## config.mk

```make
export PLATFORM = sky130hd
export DESIGN_NAME = guess_entry
export DESIGN_NICKNAME = d
export VERILOG_FILES = /design/src/rtl/guess_entry.sv
export SDC_FILE = /design/constraint.sdc
export NUM_CORES = 1
export LEC_CHECK = 0
export BUFFER_PORTS_ARGS = -buffer_cell sky130_fd_sc_hd__buf_2
export CORE_ASPECT_RATIO = 1.4
export CORE_UTILIZATION = 45
export DETAILED_ROUTE_END_ITERATION = 6
export PLACE_DENSITY_LB_ADDON = 0.25
export SETUP_SLACK_MARGIN = 0.4
export SYNTH_ARGS = -nofsm -noshare
export SYNTH_HDL_FRONTEND = slang
export SYNTH_SLANG_ARGS = --single-unit
```

## constraint.sdc

```tcl
create_clock -name CLK -period 2 [get_ports CLK]
set_input_delay 0.1 -clock CLK [delete_from_list [all_inputs] [get_ports CLK]]
set_output_delay 0.1 -clock CLK [all_outputs]
set_load 0.01 [all_outputs]
```

## src/rtl/guess_entry.sv

```systemverilog
// Guess entry: debounces three push-buttons and builds a 4-digit BCD guess.
// Latency: press event DEB_CYCLES+2 cycles after a raw low; start/wr/err +1 cycle, check +2 cycles.
// Backpressure: none; pulses are single-cycle strobes and LOCKED silences all outputs until reset.
module guess_entry #(
   parameter int DEB_CYCLES = 50000
) (
   input  logic        CLK,
   input  logic        RST_N,
   input  logic        btn_start_n,
   input  logic        btn_enter_n,
   input  logic        btn_check_n,
   input  logic [1:0]  choise,
   input  logic [3:0]  num,
   input  logic        lock,
   output logic [15:0] guess,
   output logic        start_pulse,
   output logic        wr_pulse,
   output logic        err_pulse,
   output logic        check_pulse,
   output logic [1:0]  state
);

   localparam int CW = (DEB_CYCLES > 1) ? $clog2(DEB_CYCLES) : 1;
   localparam logic [CW-1:0] CNT_MAX = CW'(DEB_CYCLES - 1);

   typedef enum logic [1:0] {
      IDLE   = 2'b00,
      ARMED  = 2'b01,
      LOCKED = 2'b10
   } state_t;

   // Button index: 0 = start, 1 = enter, 2 = check.
   logic [2:0]    btn_raw;
   logic [2:0]    sync1_q, sync2_q;
   logic [2:0]    stable_q, stable_d;
   logic [CW-1:0] cnt_q [3];
   logic [CW-1:0] cnt_d [3];
   logic [2:0]    press_q, press_d;

   state_t        state_q, state_d;
   logic [15:0]   guess_q, guess_d;
   logic          start_q, start_d;
   logic          wr_q, wr_d;
   logic          err_q, err_d;
   logic          check_q, check_d;
   logic          chk_pend_q, chk_pend_d;

   assign btn_raw = {btn_check_n, btn_enter_n, btn_start_n};

   // Debounce: a level is accepted only after DEB_CYCLES consecutive disagreeing samples.
   always_comb begin
      stable_d = stable_q;
      for (int i = 0; i < 3; i++) begin
         cnt_d[i] = '0;
         if (sync2_q[i] != stable_q[i]) begin
            if (cnt_q[i] == CNT_MAX) begin
               stable_d[i] = sync2_q[i];
            end else begin
               cnt_d[i] = cnt_q[i] + CW'(1);
            end
         end
      end
      // Only a released->pressed transition is an event; releases are dropped.
      press_d = stable_q & ~stable_d;
   end

   // Game FSM: start arms entry, lock freezes everything until reset.
   always_comb begin
      state_d    = state_q;
      guess_d    = guess_q;
      start_d    = 1'b0;
      wr_d       = 1'b0;
      err_d      = 1'b0;
      check_d    = 1'b0;
      chk_pend_d = 1'b0;
      case (state_q)
         IDLE: begin
            if (press_q[0]) begin
               state_d = ARMED;
               start_d = 1'b1;
            end
         end
         ARMED: begin
            if (lock) begin
               // Game over wins over any press arriving in the same cycle.
               state_d = LOCKED;
            end else begin
               if (press_q[1]) begin
                  if (num <= 4'd9) begin
                     case (choise)
                        2'd0:    guess_d[3:0]   = num;
                        2'd1:    guess_d[7:4]   = num;
                        2'd2:    guess_d[11:8]  = num;
                        default: guess_d[15:12] = num;
                     endcase
                     wr_d = 1'b1;
                  end else begin
                     err_d = 1'b1;
                  end
               end
               // Check is delayed one extra cycle so a same-cycle write is already in guess.
               chk_pend_d = press_q[2];
               check_d    = chk_pend_q;
            end
         end
         LOCKED: begin
            state_d = LOCKED;
         end
         default: begin
            state_d = IDLE;
         end
      endcase
   end

   // All state, with synchronous active-low reset to the released/idle condition.
   always_ff @(posedge CLK) begin
      if (!RST_N) begin
         sync1_q    <= 3'b111;
         sync2_q    <= 3'b111;
         stable_q   <= 3'b111;
         press_q    <= 3'b000;
         for (int i = 0; i < 3; i++) begin
            cnt_q[i] <= '0;
         end
         state_q    <= IDLE;
         guess_q    <= 16'h0000;
         start_q    <= 1'b0;
         wr_q       <= 1'b0;
         err_q      <= 1'b0;
         check_q    <= 1'b0;
         chk_pend_q <= 1'b0;
      end else begin
         sync1_q    <= btn_raw;
         sync2_q    <= sync1_q;
         stable_q   <= stable_d;
         press_q    <= press_d;
         for (int i = 0; i < 3; i++) begin
            cnt_q[i] <= cnt_d[i];
         end
         state_q    <= state_d;
         guess_q    <= guess_d;
         start_q    <= start_d;
         wr_q       <= wr_d;
         err_q      <= err_d;
         check_q    <= check_d;
         chk_pend_q <= chk_pend_d;
      end
   end

   assign guess       = guess_q;
   assign start_pulse = start_q;
   assign wr_pulse    = wr_q;
   assign err_pulse   = err_q;
   assign check_pulse = check_q;
   assign state       = state_q;

endmodule

```

# Word-level counts from Yosys, hierarchy flattened
# Memory sizes are Yosys's and may differ from the RTL's.
# Cells that the tools add are included.
# op_classes
add_sub_neg	3
multipliers	0
div	0
magnitude_cmp	1
eq_ne	12
n_shift	0
mux	23
bitwise_logic	10
reduce_logical	11
# op_table
cell	count
16-bit two-way mux	9
16-bit by 1-bit adder with 16-bit output (second input constant)	3
16-bit equality test (second input constant)	3
5-bit AND reduction	4
1-bit two-way mux	11
2-bit case mux with 3 select lines	1
3-bit OR reduction	2
1-bit inverter	5
2-bit by 1-bit equality test with 1-bit output (second input constant)	2
2-bit equality test (second input constant)	2
4-bit <= comparator (second input constant)	1
2-bit logical NOT	2
2-bit two-way mux	2
2-bit inequality test (second input constant)	2
2-bit AND reduction	2
4-bit OR reduction	1
3-bit AND	1
1-bit inequality test	3
3-bit inverter	1
1-bit bitwise OR	3
# totals
regBits	35
latch_bits	0
ramBits	48
romBits	0
in_bits	12
output_inout_bits	22
word_cells	75
memories	1
# mem_list
memory	depth	word_bits	read_ports	rd_ports_with_merged_regs	wr	line_no	source
cnt_q	3	16	3	0	3	36	logic [CW-1:0] cnt_q [3];

# Longest topological paths before layout
# Gate-level depths: netlist of run 1.
# logic_depth
ltp_word	5
ltp_mapped	7
ltp_nobuf	6

# Worst setup path after synthesis of run 1
# OpenSTA, ideal clock, no wires.
# synth_timing
path_type	reg2reg
start	reg state_q[1], in the netlist state[1]
end	reg guess_q[12], in the netlist guess[12]
setup_ps	126
t_arrival_ps	1524
required_ps	1874
slack_ps	350
stages_incl_launch_ff	8
synth_period_minus_slack_ps	1650
cell_sequence	dfxtp_1 -> inv_1 -> ha_1 -> nor2b_1 -> nand4_1 -> or2_2 -> clkbuf_1 -> mux2i_1
# synth_between
elab_chain_len	2
# synth_lines
item	line_no	source
start: declaration	40	state_t state_q, state_d;
start signal: assignment	140	state_q <= state_d;
2-bit by 1-bit equality test with 1-bit output	76	case (state_q)
5-bit AND reduction (no line)	n/a	
end signal: assignment	141	guess_q <= guess_d;
end: declaration	41	logic [15:0] guess_q, guess_d;
# No other way between the ends.
# A chain may end at the register's enable or synchronous reset.

==> results by group, run 1 <==
Global routing
  – Grt ovf: 0
  – Vias in the first global route: 2493
  – First-pass GRT wire length: 10700 um
  – Largest net degree at the start of global routing: 28
  – Aggregate global-route resource usage: between 15 and 20%
  – Initial antenna violation count: 0

Placed design
  – Dpl ws: approximately 0.28 ns
  – Hpwl dp: roughly 4300 um
  – Routability cong.: roughly 0.8
  – Dpl cells: around 490
  – Port bufs: 33

STA
  – Max-slew violations: 0
  – Min cycle time layout: 1.53 ns
  – Worst slew margin: about 64%
  – WHS: 0.0725 ns
  – Final Hold Fails: 0
  – Final Cycle Share: ~76%
  – Worst slew pin tran: about 0.54 ns
  – Slack of the critical path: ~0.47 ns
  – Setup TNS: 0 ns
  – # setup viols final: 0
  – RSZ-0062 raised after global routing: yes
  – Setup Skew: 0.00486 ns
  – Fmax: between 600 and 700 MHz

Worst setup path
  – CP max stage cell: or4_4
  – FF-to-FF Start: cnt_q[0][25]
  – Crit path max fanout: 5
  – Critical-path cell list: nand3_2 > or3_4 > or4_4 > a21oi_2
  – Critical Path End Type: flip-flop
  – Critical Path Start: cnt_q[0][25]
  – Worst Path Arrival: 1.82 ns
  – R2R setup slack: between 0.4 and 0.5 ns
  – R2R depth: 4
  – Worst flop-to-flop path endpoint: cnt_q[0][31]
  – CP Launch Type: flip-flop
  – CP required: approximately 2.3 ns
  – Crit path kind: reg -> reg
  – CP peak stage delay: 0.49 ns

Cells and area
  – Most common cell after layout, fill and taps aside: dfxtp_1
  – Antenna diodes: 0
  – Register area: approximately 1700 um2
  – Share of cells above drive strength 1: between 20% and 30%
  – Fillers: 648
  – Multi-input logic area: 1700 um2
  – Layout area overhead: 22.2%
  – Commonest non-fill, non-tap cells in the layout: 69 x dfxtp_1, 46 x nor2_1, 35 x nand2_1
  – Nets: approximately 440
  – Non-Filler Instances: ~520

Flow run
  – Max-Cap Viols: 0

Synthesis
  – Syn Std Cell Area: 3390 um2
  – Register area share after synthesis: 49.1%
  – Unique cell type count in the Yosys netlist: 33
  – Synth warn: 0
  – Mapped Cells: 370
  – Post-Syn Nets: about 390
  – #FFs+latches synth: 83
  – Mapped Avg Cell Area: roughly 9 um2

Clocking
  – CTS H-Tree Depth: 3
  – Clk sinks: 83
  – CTS tree: yes
  – Worst-Skew Late Latency: roughly 0.35 ns
  – Clk slew on worst S/H paths: around 0.080 ns
  – Cts bufs inserted: 9
  – Clock Tree Buf Depth: 2
  – Root buf cell: clkbuf_8

Pwr
  – VDD IR max: about 480 uV
  – Static Leak: 1.49 nW
  – Power per cell area: about 740 nW/um2

Hold path
  – Hold Path Origin: num[1]
  – End of the worst hold path: guess[13]
  – WHS Path Cells: 3
  – Hold Path Class: in -> reg

Die
  – Die Wd: between 70 and 80 um
  – DIE AREA: between 7000 and 8000 um2
  – Core Footprint: ~7300 um2
  – Die Ht: 105 um
  – Starting Density: 46.3%
  – I/O Pins: 34
  – Cell row count: 37

Routing
  – DRT Pass-1 Iters: 4
  – Drt wl/cell: about 12 um
  – Initial DRC Count: 131
  – Post-route ant nets: 0
  – Drt total wl: between 6000 and 7000 um
  – Remaining DRCs: 0
  – Routed vias: around 2700
  – Via density: 5.12

Run status
  – Status: complete, no violations
-- repair_timing --
action,CTS,global route
hold endpoints to repair,7,0
hold buffers,7,0
setup endpoints to repair,21,55
pin swaps,1,7
buffers inserted,3,4
gates resized for setup,14,25
-- worst max-delay path by stage --
stage                         to  depth (start not counted)  slack (ns)
detailed placement  cnt_q[0][47]                          6        0.28
floorplan           cnt_q[0][31]                          4        0.40
global route           guess[14]                          6        0.39
CTS                 cnt_q[0][31]                          4        0.41
finish              cnt_q[0][31]                          4        0.47
global placement    cnt_q[0][47]                          6        0.30
-- final cells by class --
type	count	share of cell area (%)
clock buffers	12	3.75
clock inverters	4	1.75
inverters	11	0.997
multi-input cells	263	41.1
flip-flops and latches	83	41.0
well taps	97	2.93
repair buffers	53	8.43
-- power by group --
group | internal [mW] | switching (mW)
clock | 0.770 | 0.579
sequential | 1.65 | 0.00420
combinational | 0.0325 | 0.0390
total | 2.45 | 0.622
-- sequential cells by signal, summed over array words and instances, names as in the netlist, 2 cells and up --
signal / flops
sync1_q: 3
press_q: 3
stable_q: 3
state: 2
cnt_q: 48
guess: 16
sync2_q: 3
-- logic make-up after synthesis --
family,count (synthesis),share of synthesized area (%)
buffers and inverters,24,2.92
XOR/XNOR,41,10.6
adder cells (fa/ha/maj),6,2.22
multiplexers,13,3.84
flip-flops,83,49.1
AO/OA/AOI/OAI,18,2.81
AND/OR/NAND/NOR,185,28.6
-- synthesized netlist by cell type --
library cell   n  area [um2]
buf_2          1        5.00
xnor2_1       24         210
nand4_1       19         119
and4_1         4        35.0
dfxtp_1       83        1660
and3_1         9        56.3
nand3_2        1        10.0
nor4_1        12        75.1
nor3_1         9        45.0
o21ai_0       11        55.1
and2_1         1        6.26
or2_2          2        12.5
ha_1           6        75.1
buf_6          1        11.3
xor2_1        17         149
nor4bb_1       5        50.1
o31ai_1        2        15.0
or3_2          1        7.51
nor2b_1        5        31.3
nand2_1       35         131
nor4b_1        2        17.5
nor2_1        47         176
clkbuf_1      11        41.3
nand3_1       21         105
and4b_1        1        10.0
or3_4          1        11.3
mux2i_1       13         130
or3_1          1        6.26
nand2b_1       6        37.5
nand4b_1       1        8.76
or4_1          2        15.0
a21oi_1        5        25.0
inv_1         11        41.3
-- metrics by stage --
step	power, mW	utilization, %	instance area (um2)
after global placement	1.76	50.3	3680
final	3.07	56.6	4140
after CTS	3.12	55.1	4030
after floorplan	1.73	-	3390
after global routing	3.19	56.6	4140
after detailed placement	1.76	50.3	3680
-- critical path, delay by kind of cell (launching register included) --
family | cells | cell delay [ns]
simple gates | 3 | 0.95
compound gates | 1 | 0.14
flops | 1 | 0.37
-- layer usage --
| layer | global-route usage, % | wire length, um | part of all wire, % | up-vias |
|---|---|---|---|---|
| met5 | 0 | 0 | 0 | - |
| met4 | 8.20 | 123 | 1.9 | 0 |
| met3 | 6.17 | 249 | 3.9 | 13 |
| met2 | 29.2 | 3280 | 51 | 65 |
| met1 | 20.6 | 2810 | 43 | 1220 |
| li1 | - | - | - | 1381 |
No activity file was read; power rests on OpenSTA's default activity.
==> run 2, diff against run 1 <==
==> constraint.sdc (replaced) <==
create_clock -name CLK -period 1.5 [get_ports CLK]
set_input_delay 0.075 -clock CLK [delete_from_list [all_inputs] [get_ports CLK]]
set_output_delay 0.075 -clock CLK [all_outputs]
set_load 0.01 [all_outputs]
==> run 2 against run 1 <==
  * The flow now finishes with violations (negative setup slack)
  * Total power is 30% higher
  * Global-route usage is 2.9 points higher
  * Register-to-register slack worse by 0.48 ns
  * Critical path depth is 2 higher
  * Non-clock buffer count is 33 higher
  * First-iteration DRC count is 9.2% higher
  * Clock skew is 0.0043 ns higher
  * Sequential share of layout area is 5.2 points lower
  * Cell count is 6.7% higher
  * Combinational power is 58% higher
  * Design area is 17% higher
  * Critical path type unchanged
  * Largest power group unchanged
==> results by group, run 2 (synthesis results as in run 1) <==
Worst setup path
  – Worst flop-to-flop path endpoint: cnt_q[0][42] (was cnt_q[0][31])
  – Crit path max fanout: 4 (was 5)
  – Worst Path Arrival: 1.76 ns (was 1.82 ns)
  – Crit path kind: reg -> reg (unchanged)
  – FF-to-FF Start: cnt_q[0][32] (was cnt_q[0][25])
  – R2R depth: 6 (was 4)
  – CP Launch Type: flip-flop (unchanged)
  – CP required: 1.75 ns (was 2.29 ns)
  – Critical Path End Type: flip-flop (unchanged)
  – R2R setup slack: -0.007 ns (was 0.47 ns)
  – Critical Path Start: cnt_q[0][32] (was cnt_q[0][25])

Routing
  – Via density: 5.30 (was 5.12)
  – Drt wl/cell: 14.7 um (was 12.4 um)
  – Drt total wl: 8230 um (was 6460 um)
  – WL met1: 3450 um (was 2810 um)
  – Metal2 WL: 4350 um (was 3280 um)
  – Initial DRC Count: 143 (was 131)
  – Routed vias: 2955 (was 2679)
  – DRT Pass-1 Iters: 4 (unchanged)
  – Top Metal Used: met4 (unchanged)
  – Remaining DRCs: 0 (unchanged)
  – Post-route ant nets: 0 (unchanged)
  – Detail Route met3 WL: 229 um (was 249 um)

Die
  – DIE AREA: 7880 um2 (unchanged)
  – Core Footprint: 7310 um2 (unchanged)
  – I/O Pins: 34 (unchanged)
  – Starting Density: 46.3% (unchanged)
  – Cell row count: 37 (unchanged)
  – Die Wd: 75.3 um (unchanged)
  – Die Ht: 105 um (unchanged)

Cells and area
  – Layout area overhead: 42.4% (was 22.2%)
  – Multi-input logic area: 2100 um2 (was 1700 um2)
  – Non-Filler Instances: 558 (was 523)
  – Nets: 474 (was 439)
  – Largest register FFs: 48 (unchanged)
  – Largest Register: cnt_q (unchanged)
  – Register area: 1730 um2 (was 1700 um2)
  – Fillers: 604 (was 648)
  – Most common cell after layout, fill and taps aside: dfxtp_1 (unchanged)
  – Commonest non-fill, non-tap cells in the layout: 48 x dfxtp_1, 40 x nor2_1, 39 x buf_4 (was 69 x dfxtp_1, 46 x nor2_1, 35 x nand2_1)
  – Share of cells above drive strength 1: 42.5% (was 21.4%)
  – Antenna diodes: 0 (unchanged)
  – Fin area: 4820 um2 (was 4140 um2)
  – Layout Utilization: 66.0% (was 56.6%)

STA
  – Final Cycle Share: 100% (was 76.3%)
  – Fmax: 664 MHz (was 655 MHz)
  – Setup Skew: 0.00915 ns (was 0.00486 ns)
  – Slack of the critical path: -0.00714 ns (was 0.474 ns)
  – WHS: 0.0544 ns (was 0.0725 ns)
  – Worst slew pin tran: 0.377 ns (was 0.537 ns)
  – Setup TNS: -0.00714 ns (was 0 ns)
  – Worst slew margin: 74.6% (was 63.8%)
  – Max-slew violations: 0 (unchanged)
  – RSZ-0062 raised after global routing: yes (unchanged)
  – Min cycle time layout: 1.51 ns (was 1.53 ns)
  – Final Hold Fails: 0 (unchanged)
  – # setup viols final: 1 (was 0)

Placed design
  – Area after DPL: 3960 um2 (was 3680 um2)
  – Routability cong.: 0.785 (was 0.778)
  – Dpl ws: 0.0576 ns (was 0.277 ns)
  – Dpl cells: 506 (was 493)
  – Port bufs: 33 (unchanged)
  – Hpwl dp: 4800 um (was 4310 um)

Pwr
  – Power per cell area: 827 nW/um2 (was 742 nW/um2)
  – Flop pwr share: 55.1% (was 53.8%)
  – Internal power: 3.15 mW (was 2.45 mW)
  – Clock power frac: 42.0% (was 43.9%)
  – Switching Fraction: 21.1% (was 20.3%)
  – VDD IR max: 960 uV (was 482 uV)
  – Net Sw Power: 843 uW (was 622 uW)
  – Logic pwr share: 2.8% (was 2.3%)
  – Total power: 3.99 mW (was 3.07 mW)
  – Static Leak: 1.76 nW (was 1.49 nW)

Run status
  – Failing checks: negative setup slack
  – Status: finished, violations left (was complete, no violations)

Clocking
  – CTS tree: yes (unchanged)
  – CTS H-Tree Depth: 3 (unchanged)
  – Worst-Skew Late Latency: 0.36 ns (was 0.35 ns)
  – Clk slew on worst S/H paths: 0.08 ns (about the same)
  – Clk sinks: 83 (unchanged)
  – Cts bufs inserted: 9 (unchanged)
  – Clock Tree Buf Depth: 2 (unchanged)
  – Root buf cell: clkbuf_8 (unchanged)

Global routing
  – Vias in the first global route: 2849 (was 2493)
  – Aggregate global-route resource usage: 20.8% (was 17.9%)
  – Largest net degree at the start of global routing: 30 (was 28)
  – Initial antenna violation count: 0 (unchanged)
  – First-pass GRT wire length: 12500 um (was 10700 um)
  – Grt ovf: 0 (unchanged)

Hold path
  – Hold Path Class: in -> reg (unchanged)
  – WHS Path Cells: 2 (was 3)
  – Hold Path Origin: RST_N (was num[1])
  – End of the worst hold path: stable_q[2] (was guess[13])

Flow run
  – Max-Cap Viols: 0 (unchanged)
-- run 2: changes by cell type in the layout (fill, tap and decap cells not counted), sizes merged --
cell | before | now
clkinvlp | 1 | 0
clkinv | 1 | 0
nand3 | 22 | 24
clkbuf | 12 | 15
bufinv | 2 | 1
buf | 46 | 79
-- run 2: layout make-up --
class | count | share of cell area [%]
well taps | 97 | 2.52
inverters | 11 | 0.856
clock buffers | 15 | 3.66
repair buffers | 86 | 12.9
multi-input cells | 265 | 43.5
clock inverters | 1 | 0.622
flip-flops and latches | 83 | 35.9
-- run 2: repair_timing --
action | CTS | global route
endpoints found under the setup margin | 69 | 74
cloned | 1 | 1
gates resized for setup | 30 | 52
pin swaps | 4 | 22
endpoints found under the hold margin | 7 | 0
hold buffers | 7 | 0
buffers inserted | 13 | 14
-- run 2: worst max-delay path by stage --
stage	endpoint	slack, ns	depth (start not counted)
2_1_floorplan	guess[12]	0.11	7
3_3_place_gp	stable_q[1]	0.09	5
3_5_place_dp	cnt_q[0][31]	0.06	4
4_1_cts	cnt_q[0][31]	0.08	4
5_1_grt	cnt_q[0][42]	-0.05	6
6_report	cnt_q[0][42]	-0.007	6
-- run 2: worst max-delay path: stages, from the launching register on --
cell	delay, ns
dfxtp_4	0.38
ha_4	0.15
nand3_4	0.08
buf_12	0.14
nor4_2	0.38
xnor2_1	0.20
nor2_2	0.07
-- run 2: power groups by stage --
| stage | Sequential [mW] | Clock, mW | Combinational (mW) |
|---|---|---|---|
| after CTS | 2.21 | 1.72 | 0.105 |
| after global placement | 2.27 | 0 | 0.0809 |
| after global routing | 2.20 | 1.79 | 0.123 |
| after floorplan | 2.27 | 0 | 0.0519 |
| after detailed placement | 2.27 | 0 | 0.0822 |
| final | 2.20 | 1.68 | 0.113 |
-- run 2: routing by layer --
layer / vias to the layer above / GRT usage (%)
met5: - / 0
met4: 0 / 10.7
met3: 14 / 3.95
met2: 44 / 35.2
met1: 1446 / 24.1
li1: 1451 / -
==> run 3, diff against run 2 <==
--- a/config.mk
+++ b/config.mk
@@ -7,7 +7,7 @@
 export LEC_CHECK = 0
 export BUFFER_PORTS_ARGS = -buffer_cell sky130_fd_sc_hd__buf_2
 export CORE_ASPECT_RATIO = 1.4
-export CORE_UTILIZATION = 45
+export CORE_UTILIZATION = 58
 export DETAILED_ROUTE_END_ITERATION = 6
 export PLACE_DENSITY_LB_ADDON = 0.25
 export SETUP_SLACK_MARGIN = 0.4
==> run 3 against run 2 <==
  * The run now ends clean
  * Worst hold slack got worse by 0.0014 ns
  * Core utilization rose by 18 points
  * Routed wire length rose by 3.6%
  * Via count rose by 1.6%
  * Maximum frequency rose by 1.1%
  * Non-clock buffer count fell by 12
  * Sequential cell count did not move
  * Worst setup slack improved by 0.016 ns
  * Clock-buffer cell count fell by 4
  * Largest cell class unchanged
  * Largest power group unchanged
==> results by group, run 3 (synthesis results as in run 1) <==
Routing
  – Remaining DRCs: 0 (unchanged)
  – Drt total wl: 8520 um (was 8230 um)
  – Drt wl/cell: 16.5 um (was 14.7 um)
  – Post-route ant nets: 0 (unchanged)
  – Initial DRC Count: 249 (was 143)
  – Via density: 5.80 (was 5.30)
  – Routed vias: 3001 (was 2955)
  – DRT Pass-1 Iters: 6 (was 4)

STA
  – Setup Skew: 0.00803 ns (was 0.00915 ns)
  – Setup TNS: 0 ns (was -0.00714 ns)
  – Final Hold Fails: 0 (unchanged)
  – Worst slew margin: 65.5% (was 74.6%)
  – WHS: 0.0531 ns (was 0.0544 ns)
  – Worst slew pin tran: 0.512 ns (was 0.377 ns)
  – Min cycle time layout: 1.49 ns (was 1.51 ns)
  – Slack of the critical path: 0.00880 ns (was -0.00714 ns)
  – # setup viols final: 0 (was 1)
  – Fmax: 671 MHz (was 664 MHz)
  – Max-slew violations: 0 (unchanged)
  – Final Cycle Share: 99.4% (was 100%)
  – RSZ-0062 raised after global routing: yes (unchanged)

Global routing
  – Aggregate global-route resource usage: 25.3% (was 20.8%)
  – Grt ovf: 0 (unchanged)
  – Vias in the first global route: 2730 (was 2849)
  – First-pass GRT wire length: 12000 um (was 12500 um)
  – Largest net degree at the start of global routing: 25 (was 30)
  – Initial antenna violation count: 0 (unchanged)

Clocking
  – Clock Tree Buf Depth: 2 (unchanged)
  – Clk slew on worst S/H paths: 0.08 ns (about the same)
  – Clk sinks: 83 (unchanged)
  – Cts bufs inserted: 9 (unchanged)
  – Root buf cell: clkbuf_8 (unchanged)
  – Worst-Skew Late Latency: 0.36 ns (about the same)
  – CTS tree: yes (unchanged)
  – CTS H-Tree Depth: 3 (unchanged)

Cells and area
  – Share of cells above drive strength 1: 42.1% (was 42.5%)
  – Nets: 462 (was 474)
  – Non-Filler Instances: 517 (was 558)
  – Largest register FFs: 48 (unchanged)
  – Most common cell after layout, fill and taps aside: dfxtp_1 (unchanged)
  – Antenna diodes: 0 (unchanged)
  – Layout area overhead: 38.1% (was 42.4%)
  – Commonest non-fill, non-tap cells in the layout: 46 x dfxtp_1, 34 x nand2_1, 34 x nor2_1 (was 48 x dfxtp_1, 40 x nor2_1, 39 x buf_4)
  – Largest Register: cnt_q (unchanged)

Worst setup path
  – Critical Path End Type: flip-flop (unchanged)
  – CP max stage cell: or4_4 (was dfxtp_4)
  – Crit path max fanout: 4 (unchanged)
  – CP peak stage delay: 0.43 ns (was 0.38 ns)
  – CP required: 1.79 ns (was 1.75 ns)
  – R2R setup slack: 0.009 ns (was -0.007 ns)
  – Critical-path cell list: nand3_4 > or3_4 > or4_4 > a21oi_2 (was ha_4 > nand3_4 > buf_12 > nor4_2 > xnor2_1 > nor2_2)
  – Crit path kind: reg -> reg (unchanged)
  – CP Launch Type: flip-flop (unchanged)
  – Worst Path Arrival: 1.78 ns (was 1.76 ns)

Placed design
  – Port bufs: 33 (unchanged)
  – Dpl ws: 0.0401 ns (was 0.0576 ns)
  – Routability cong.: 0.844 (was 0.785)
  – Dpl cells: 470 (was 506)
  – Hpwl dp: 4500 um (was 4800 um)

Flow run
  – Max-Cap Viols: 0 (unchanged)

Die
  – Cell row count: 32 (was 37)
  – I/O Pins: 34 (unchanged)
  – Die Wd: 66.6 um (was 75.3 um)
  – Starting Density: 60.9% (was 46.3%)
  – DIE AREA: 6150 um2 (was 7880 um2)
  – Core Footprint: 5570 um2 (was 7310 um2)
  – Die Ht: 92.4 um (was 105 um)

Run status
  – Status: complete, no violations (was finished, violations left)

Hold path
  – Hold Path Class: in -> reg (unchanged)

Pwr
  – Static Leak: 1.66 nW (was 1.76 nW)
  – VDD IR max: 745 uV (was 960 uV)
  – Power per cell area: 841 nW/um2 (was 827 nW/um2)
==> run 3: cell types whose count changed in the layout (fill, tap and decap cells not counted), moves of 3 or more <==
cell	change
buf_4	-10
nor3_2	-4
nor2_2	+5
nor2_1	-6
nor3_1	+3
dfxtp_4	+6
a21oi_2	+3
clkinvlp_4	+3
dfxtp_2	-4
a21oi_1	-3
==> run 3: critical path: cells and delay by family (launching register included) <==
family / cells / cell delay, ns
and+or+nand+nor: 3 / 0.89
DFF: 1 / 0.38
AOI/OAI and AO/OA: 1 / 0.15
==> run 3: layout make-up <==
cell class | instances | area (um2)
clock buffer | 11 | 141
clock inverter | 5 | 61.3
multi-input combinational | 265 | 2080
fill | 289 | 887
inverter | 11 | 41.3
sequential | 83 | 1750
tap | 68 | 85.1
timing repair buffer | 74 | 518
==> run 3: power by group <==
part / internal (mW) / switching, mW
registers: 2.18 / 0.00872
logic: 0.0436 / 0.0675
clock network: 0.820 / 0.812
==> run 3: through the flow <==
step                total power [mW]  utilization [%]  instance area [um2]
global placement                2.35             69.5                 3870
detailed placement              2.35             69.5                 3870
finish                          3.94             84.1                 4680
CTS                             3.95             78.5                 4370
global route                    4.04             84.1                 4680
floorplan                       2.32                -                 3650
==> run 3: worst paths after layout <==
| kind | start | end | cells past startpoint |
|---|---|---|---|
| max reg2reg | cnt_q[0][21] | cnt_q[0][31] | 4 |
| max | cnt_q[0][21] | cnt_q[0][31] | 4 |
| min reg2reg | sync1_q[2] | sync2_q[2] | 1 |
| min | lock | err_pulse | 4 |
==> run 3: per-layer routing <==
metal,vias up,share of wire [%],routed length [um],GRT usage (%)
li1,1436,-,-,-
met1,1423,40,3420,29.2
met2,104,51,4360,43.1
met3,38,4.2,359,3.82
met4,0,4.5,383,14.5
met5,-,0,0,0
==> run 3: repair_timing <==
| action | CTS | global route |
|---|---|---|
| gates resized for setup | 33 | 58 |
| endpoints found under the setup margin | 69 | 72 |
| pin swaps | 12 | 13 |
| setup buffers | 14 | 8 |
| gates cloned | 0 | 2 |
| hold endpoints to repair | 7 | 0 |
| hold buffers | 7 | 0 |
